$ cat config.mk
export PLATFORM = sky130hd
export DESIGN_NAME = register_bus_arbiter
export DESIGN_NICKNAME = d
export VERILOG_FILES = /design/src/rtl/register_bus_arbiter.sv
export SDC_FILE = /design/constraint.sdc
export NUM_CORES = 1
export LEC_CHECK = 0
export ABC_CLOCK_PERIOD_IN_PS = 2500
export BUFFER_PORTS_ARGS = -buffer_cell sky130_fd_sc_hd__buf_2
export CAP_MARGIN = 20
export CELL_PAD_IN_SITES_DETAIL_PLACEMENT = 0
export CELL_PAD_IN_SITES_GLOBAL_PLACEMENT = 1
export CORE_MARGIN = 1
export CORE_UTILIZATION = 40
export DETAILED_ROUTE_END_ITERATION = 10
export PLACE_DENSITY_LB_ADDON = 0.1
export SLEW_MARGIN = 20
export SYNTH_ARGS = -nofsm -noshare
export SYNTH_HDL_FRONTEND = slang
export SYNTH_SLANG_ARGS = --single-unit
$ cat constraint.sdc
create_clock -name ipClk -period 2.5 [get_ports ipClk]
set_clock_uncertainty 0.1 [all_clocks]
set_input_delay 0.125 -clock ipClk [delete_from_list [all_inputs] [get_ports ipClk]]
set_output_delay 0.125 -clock ipClk [all_outputs]
set_load 0.02 [all_outputs]
$ cat src/rtl/register_bus_arbiter.sv
// rtl/register_bus_arbiter.sv - two-requester register bus arbiter; REG_ARB_ROUND_ROBIN_EN selects round-robin
module register_bus_arbiter #(
  parameter int ADDRESS_WIDTH = 8,
  parameter int DATA_WIDTH    = 32,
  parameter int READ_LATENCY  = 1
) (
  input  logic                     ipClk,
  input  logic                     ipReset,
  input  logic                     ipA_Valid,
  input  logic [ADDRESS_WIDTH-1:0] ipA_Address,
  input  logic [DATA_WIDTH-1:0]    ipA_WrData,
  input  logic                     ipA_WrEnable,
  output logic                     opA_Ready,
  output logic [DATA_WIDTH-1:0]    opA_RdData,
  output logic                     opA_RdValid,
  input  logic                     ipB_Valid,
  input  logic [ADDRESS_WIDTH-1:0] ipB_Address,
  input  logic [DATA_WIDTH-1:0]    ipB_WrData,
  input  logic                     ipB_WrEnable,
  output logic                     opB_Ready,
  output logic [DATA_WIDTH-1:0]    opB_RdData,
  output logic                     opB_RdValid,
  output logic [ADDRESS_WIDTH-1:0] opAddress,
  output logic [DATA_WIDTH-1:0]    opWrData,
  output logic                     opWrEnable,
  input  logic [DATA_WIDTH-1:0]    ipRdData
);

  localparam int CNT_W = (READ_LATENCY > 1) ? $clog2(READ_LATENCY) : 1;
  localparam logic [CNT_W-1:0] CNT_LOAD = CNT_W'(READ_LATENCY - 1);

  typedef enum logic [1:0] {IDLE, GRANT, WAIT} state_e;

  state_e                   state_q, state_d;
  logic                     owner_b_q, owner_b_d;
  logic [CNT_W-1:0]         cnt_q, cnt_d;
  logic [ADDRESS_WIDTH-1:0] addr_q, addr_d;
  logic [DATA_WIDTH-1:0]    wdata_q, wdata_d;
  logic                     we_q, we_d;
  logic                     a_ready_q, a_ready_d;
  logic                     b_ready_q, b_ready_d;
  logic [DATA_WIDTH-1:0]    a_rdata_q, a_rdata_d;
  logic [DATA_WIDTH-1:0]    b_rdata_q, b_rdata_d;
  logic                     a_rvalid_q, a_rvalid_d;
  logic                     b_rvalid_q, b_rvalid_d;
  logic                     pick_b;

`ifdef REG_ARB_ROUND_ROBIN_EN
  logic last_b_q, last_b_d;

  // Round-robin: on contention the requester not granted last wins
  always_comb begin
    pick_b = ipB_Valid && (!ipA_Valid || !last_b_q);
  end

  // Pointer tracks the most recent grant; reset value makes A win first
  always_comb begin
    last_b_d = last_b_q;
    if (state_q == IDLE && (ipA_Valid || ipB_Valid)) begin
      last_b_d = pick_b;
    end
  end

  // Round-robin pointer register
  always_ff @(posedge ipClk or negedge ipReset) begin
    if (!ipReset) begin
      last_b_q <= 1'b1;
    end else begin
      last_b_q <= last_b_d;
    end
  end
`else
  // Fixed priority: A always wins, B only when A is idle
  always_comb begin
    pick_b = ipB_Valid && !ipA_Valid;
  end
`endif

  // Next-state and registered-output logic of the bus FSM
  always_comb begin
    state_d    = state_q;
    owner_b_d  = owner_b_q;
    cnt_d      = cnt_q;
    addr_d     = addr_q;
    wdata_d    = wdata_q;
    we_d       = 1'b0;
    a_ready_d  = 1'b0;
    b_ready_d  = 1'b0;
    a_rdata_d  = a_rdata_q;
    b_rdata_d  = b_rdata_q;
    a_rvalid_d = 1'b0;
    b_rvalid_d = 1'b0;
    case (state_q)
      IDLE: begin
        if (ipA_Valid || ipB_Valid) begin
          state_d   = GRANT;
          owner_b_d = pick_b;
          addr_d    = pick_b ? ipB_Address  : ipA_Address;
          wdata_d   = pick_b ? ipB_WrData   : ipA_WrData;
          we_d      = pick_b ? ipB_WrEnable : ipA_WrEnable;
          a_ready_d = !pick_b;
          b_ready_d = pick_b;
        end
      end
      GRANT: begin
        if (we_q) begin
          state_d = IDLE;
        end else begin
          state_d = WAIT;
          cnt_d   = CNT_LOAD;
        end
      end
      WAIT: begin
        if (cnt_q == '0) begin
          state_d = IDLE;
          if (owner_b_q) begin
            b_rdata_d  = ipRdData;
            b_rvalid_d = 1'b1;
          end else begin
            a_rdata_d  = ipRdData;
            a_rvalid_d = 1'b1;
          end
        end else begin
          cnt_d = cnt_q - CNT_W'(1);
        end
      end
      default: begin
        state_d = IDLE;
      end
    endcase
  end

  // State and output registers; reset abandons any in-flight read
  always_ff @(posedge ipClk or negedge ipReset) begin
    if (!ipReset) begin
      state_q    <= IDLE;
      owner_b_q  <= 1'b0;
      cnt_q      <= '0;
      addr_q     <= '0;
      wdata_q    <= '0;
      we_q       <= 1'b0;
      a_ready_q  <= 1'b0;
      b_ready_q  <= 1'b0;
      a_rdata_q  <= '0;
      b_rdata_q  <= '0;
      a_rvalid_q <= 1'b0;
      b_rvalid_q <= 1'b0;
    end else begin
      state_q    <= state_d;
      owner_b_q  <= owner_b_d;
      cnt_q      <= cnt_d;
      addr_q     <= addr_d;
      wdata_q    <= wdata_d;
      we_q       <= we_d;
      a_ready_q  <= a_ready_d;
      b_ready_q  <= b_ready_d;
      a_rdata_q  <= a_rdata_d;
      b_rdata_q  <= b_rdata_d;
      a_rvalid_q <= a_rvalid_d;
      b_rvalid_q <= b_rvalid_d;
    end
  end

  assign opA_Ready   = a_ready_q;
  assign opB_Ready   = b_ready_q;
  assign opA_RdData  = a_rdata_q;
  assign opB_RdData  = b_rdata_q;
  assign opA_RdValid = a_rvalid_q;
  assign opB_RdValid = b_rvalid_q;
  assign opAddress   = addr_q;
  assign opWrData    = wdata_q;
  assign opWrEnable  = we_q;

endmodule

**Word-level counts from Yosys, hierarchy flattened**

Index checks and enable logic that the tools add are counted.

- Register bits: 113
- Input bits: 118
- Output and inout port bits: 109
- Logic and storage cells: 53

- Add/sub/neg operators: 1
- Equal/unequal tests: 5
- Mux-type cells: 22
- Bitwise gates (word level): 2
- Reductions and logical operators: 11

Operator list:

| operator | number |
|---|---|
| $mux W32 | 1 |
| $mux W1 | 15 |
| $mux W8 | 1 |
| $mux W2 | 3 |
| $ne A2 B2 Y1 const B | 3 |
| $pmux W2 S3 | 1 |
| $reduce_and A2 Y1 | 3 |
| $reduce_and A3 Y1 | 2 |
| $eq A2 B1 Y1 const B | 1 |
| $eq A2 B2 Y1 const B | 1 |
| $logic_not A1 Y1 | 2 |
| $logic_not A2 Y1 | 1 |
| $not A1 Y1 | 2 |
| $pmux W1 S2 | 1 |
| $reduce_bool A2 Y1 | 1 |
| $logic_and A1 B1 Y1 | 1 |
| $logic_or A1 B1 Y1 | 1 |
| $sub A1 B1 Y1 const B | 1 |

**Longest topological paths before layout**

- Depth after elaboration: 5
- Mapped depth: 5
- Depth with buffers taken out: 3

**Worst setup path before layout**

No wires, ideal clock.

- Path type: register to register
- Start point: reg state_q[0]
- End point: reg wdata_q[1] (netlist: opWrData[1])
- Setup time: 125 ps
- Arrival time: 1358 ps
- Data required time: 2275 ps
- Path slack: 918 ps
- Cell stages (with the launch flop): 5
- Buffers on the path: 1
- Period minus slack after synthesis: 1582 ps
- Path through: dfrtp_1 > nor2_1 > o21a_1 > buf_6 > mux2_2

- Word-level cells in the longest chain between the ends: 2

RTL lines:

| what | line | source |
|---|---|---|
| start: declaration | 34 | `state_e state_q, state_d;` |
| start signal: assignment | 149 | `state_q <= state_d;` |
| $logic_not A2 Y1 | 93 | `case (state_q)` |
| $reduce_and A2 Y1 (no line) | -- |  |
| end signal: assignment | 153 | `wdata_q <= wdata_d;` |
| end: declaration | 38 | `logic [DATA_WIDTH-1:0] wdata_q, wdata_d;` |

No other way between the ends.
A chain may end at the register's enable or synchronous reset.

**Worst setup path in the final report**

- Start point: reg state_q[0]
- End point: reg wdata_q[19] (netlist: opWrData[19])

The elaborated chain is that of the path after synthesis.

==> metrics.md <==
| Metric | Value |
|---|---|
| Status | completed |
| Final Setup Violations | 0 |
| Worst reg2reg path depth | 4 |
| Nets | 670 |
| Critical Path RT | roughly 2.6 ns |
| Critical-path cell list | nor2_1 -> o21a_2 -> buf_4 -> mux2_4 |
| Share of cells above drive strength 1 | around 70% |
| Max_cap viols | 0 |
| Vias in the first global route | ~3400 |
| DPL Wire Length | approximately 7600 um |
| Worst Path Max Fanout | 13 |
| # diodes | 0 |
| Post-DRT Antenna Nets | 0 |
| Pwr/cell area | around 1300 mW/mm^2 |
| Clock buffer depth | 2 |
| Synth Area in Adders | 0% |
| Register Area | ~0.0028 sq mm |
| Die X | between 100 and 150 um |
| Seq cells post-synth | 112 |
| Clk slew on worst S/H paths | ~0.07 ns |
| Yosys cell types | 20 |
| CP arrival | 2.09 ns |
| Syn nets | just over 400 |
| Synth top area cells | dfrtp_1 57%, mux2_4 23%, mux2_2 13% |
| Commonest non-fill, non-tap cell in the layout | buf_2 |
| Final wirelength | around 10000 um |
| Crit path buffers/inverters | 1 |
| DR iter-0 viols | between 100 and 150 |
| CP peak stage delay | ~0.44 ns |
| Period utilization | between 70% and 80% |
| Synth Area in Compound Gates | less than 1% |
| GP Congestion | 0.712 |
| Synth top area share | 56.7% |
| Sum of negative setup slack | 0 ns |
| Routed len/inst | 14.8 um |
| Fin. max-slew vios | 0 |
| Mux cell area share after synthesis | around two fifths |
| Main combinational cell family by area after synthesis | multiplexers |
| Number of synthesized flops with an enable pin | 0 |
| PortBufs | 226 |
| Die area | 0.0128 sq mm |
| R2R Path End | opWrData[19]$_DFFE_PN0P_ |
| Worst path slowest cell | o21a_2 |
| Post-placement cell count | about 650 |
| Sequential area share after synthesis | ~57% |
| Startpoint Class | register |
| Worst vdd ir | just over 600 uV |
| DRT Pass-1 Iters | 3 |
| Total gr overflow | 0 |
| Most used DFF post-synth | dfrtp_1 |
| Post-CTS Setup Repair Bufs | 0 |
| Worst setup EP type | register |
| Fin cells | slightly above 700 |
| Vias per inst | roughly 4.6 |
| CTS sink count | about 110 |
| RSZ-0062 raised after global routing | false |
| H-tree Lvls | 3 |
| WS Path Type | reg2reg |
| Largest net degree at the start of global routing | 44 |
| Ports | 227 |
| Syn Std Cell Area | around 0.0049 sq mm |
| First-pass GRT wire length | 17000 um |
| Most frequent cells in the layout | 225 x buf_2, 112 x dfrtp_1, 76 x mux2_4 |
| CTS Buf Count | 9 |
| Hold endpoint | opWrData[20]$_DFFE_PN0P_ |
| Drt drc | 0 |
| Hold-fix buffers at CTS | 36 |
| Worst hold path cell count | 3 |
| Worst r2r src | state_q[0]$_DFFE_PN0P_ |
| Clk root buf | clkbuf_16 |
| Row cnt | 40 |
| Slew Limit Headroom | between 60% and 70% |
| Total track usage | ~17% |
| Synth Area in Simple Gates | between 1 and 1.5% |
| Hold Crit Class | in2reg |
| Yosys top cell by area | dfrtp_1 |
| Hold Path Origin | ipB_WrData[20] |
| Clock Latency Late Sink | around 0.34 ns |
| Vias | approximately 3300 |
| Layout overhead on the synthesized area | 38.4% |
| Warnings from Yosys | 0 |
| Async set or reset register ratio after synthesis | between 90% and 100% |
| Synth Area in XOR/XNOR | 0% |
| Worst slew pin tran | 0.471 ns |
| Fill cells | 995 |
| Cts repair resizes | 0 |
| Post-Syn Area per Cell | approximately 17 sq um |
| Final hold vios | 0 |
| Multi-input logic area | around 0.0020 sq mm |
| Antenna violations before repair | 0 |
| Top delay family on crit path | compound AO/OA/AOI/OAI gates |
| Height of the chip | approximately 110 um |
| Initial Utilization | slightly above 40% |
| Leakage power | about 3.5 nW |
| Core area | between 0.01 and 0.015 sq mm |
| Reg2reg setup slack | around 0.53 ns |
| CTS tree | yes |
| Final Critical Period | approximately 2 ns |
| Synth Instances | ~290 |
| Fmax | 508 MHz |
| Fin util | a little under three fifths |
layer usage:
metal  vias to the layer above  global-route usage, %  routed length (um)
li1                       1557                      -                   -
met1                      1528                   21.2                4470
met2                       148                   28.5                5000
met3                        18                   3.86                 714
met4                         0                   8.25                 218
met5                         -                      0                   0
worst max path at each step:
stage | from | endpoint | slack (ns) | cells after the start
after floorplan | state_q[0]$_DFFE_PN0P_ | opWrData[1]$_DFFE_PN0P_ | 0.92 | 4
after CTS | state_q[0]$_DFFE_PN0P_ | opWrData[19]$_DFFE_PN0P_ | 0.52 | 4
after global placement | state_q[0]$_DFFE_PN0P_ | opWrData[16]$_DFFE_PN0P_ | 0.62 | 4
after global routing | state_q[0]$_DFFE_PN0P_ | opWrData[19]$_DFFE_PN0P_ | 0.36 | 4
final | state_q[0]$_DFFE_PN0P_ | opWrData[19]$_DFFE_PN0P_ | 0.53 | 4
after detailed placement | state_q[0]$_DFFE_PN0P_ | opWrData[16]$_DFFE_PN0P_ | 0.54 | 4
synth_stat cells (all sizes together) (2+ instances only):
cell type,count
dfrtp,112
buf,15
and2,2
mux2,144
nor3b,2
inv,2
nor2,2
worst min-delay path, stage by stage:
cell	delay, ns
buf_2	0.07
mux2_4	0.12
mux2_4	0.12
power by group:
part / switching [mW] / internal (mW)
Combinational: 2.19 / 1.98
Sequential: 0.463 / 2.73
Clock: 0.617 / 0.700
Total: 3.27 / 5.41
state kept, by name, summed over array words and instances, names as in the netlist:
register and flops:
opB_RdValid 1, opWrEnable 1, opA_RdValid 1, state_q 2, opA_Ready 1, opB_Ready 1, opA_RdData 32, owner_b_q 1
opAddress 8, opWrData 32, opB_RdData 32
cell families (layout without fill, tap and decap cells):
logic type | count (synthesis) | count (layout)
flip-flops | 112 | 112
AO/OA/AOI/OAI | 3 | 3
AND/OR/NAND/NOR | 10 | 10
buffers and inverters | 17 | 288
multiplexers | 144 | 144
area by class of cell:
cell class | count | area share [%]
clock buffers | 11 | 3.55
flip-flops and latches | 112 | 40.9
multi-input cells | 157 | 29.2
well taps | 147 | 2.69
clock inverters | 5 | 0.475
inverters | 2 | 0.110
repair buffers | 270 | 23.1
metrics by stage:
step | cell area, sq um | hold slack [ns] | setup slack (ns) | total power, mW
global placement | 6210 | 0.00472 | 0.618 | 7.32
global route | 6850 | 0.0244 | 0.359 | 9.22
floorplan | 4950 | -0.271 | 0.918 | 6.07
CTS | 6850 | 0.0161 | 0.517 | 8.80
detailed placement | 6210 | 0.00886 | 0.535 | 7.41
finish | 6850 | 0.0334 | 0.531 | 8.68
(Power assumes the default switching activity.)
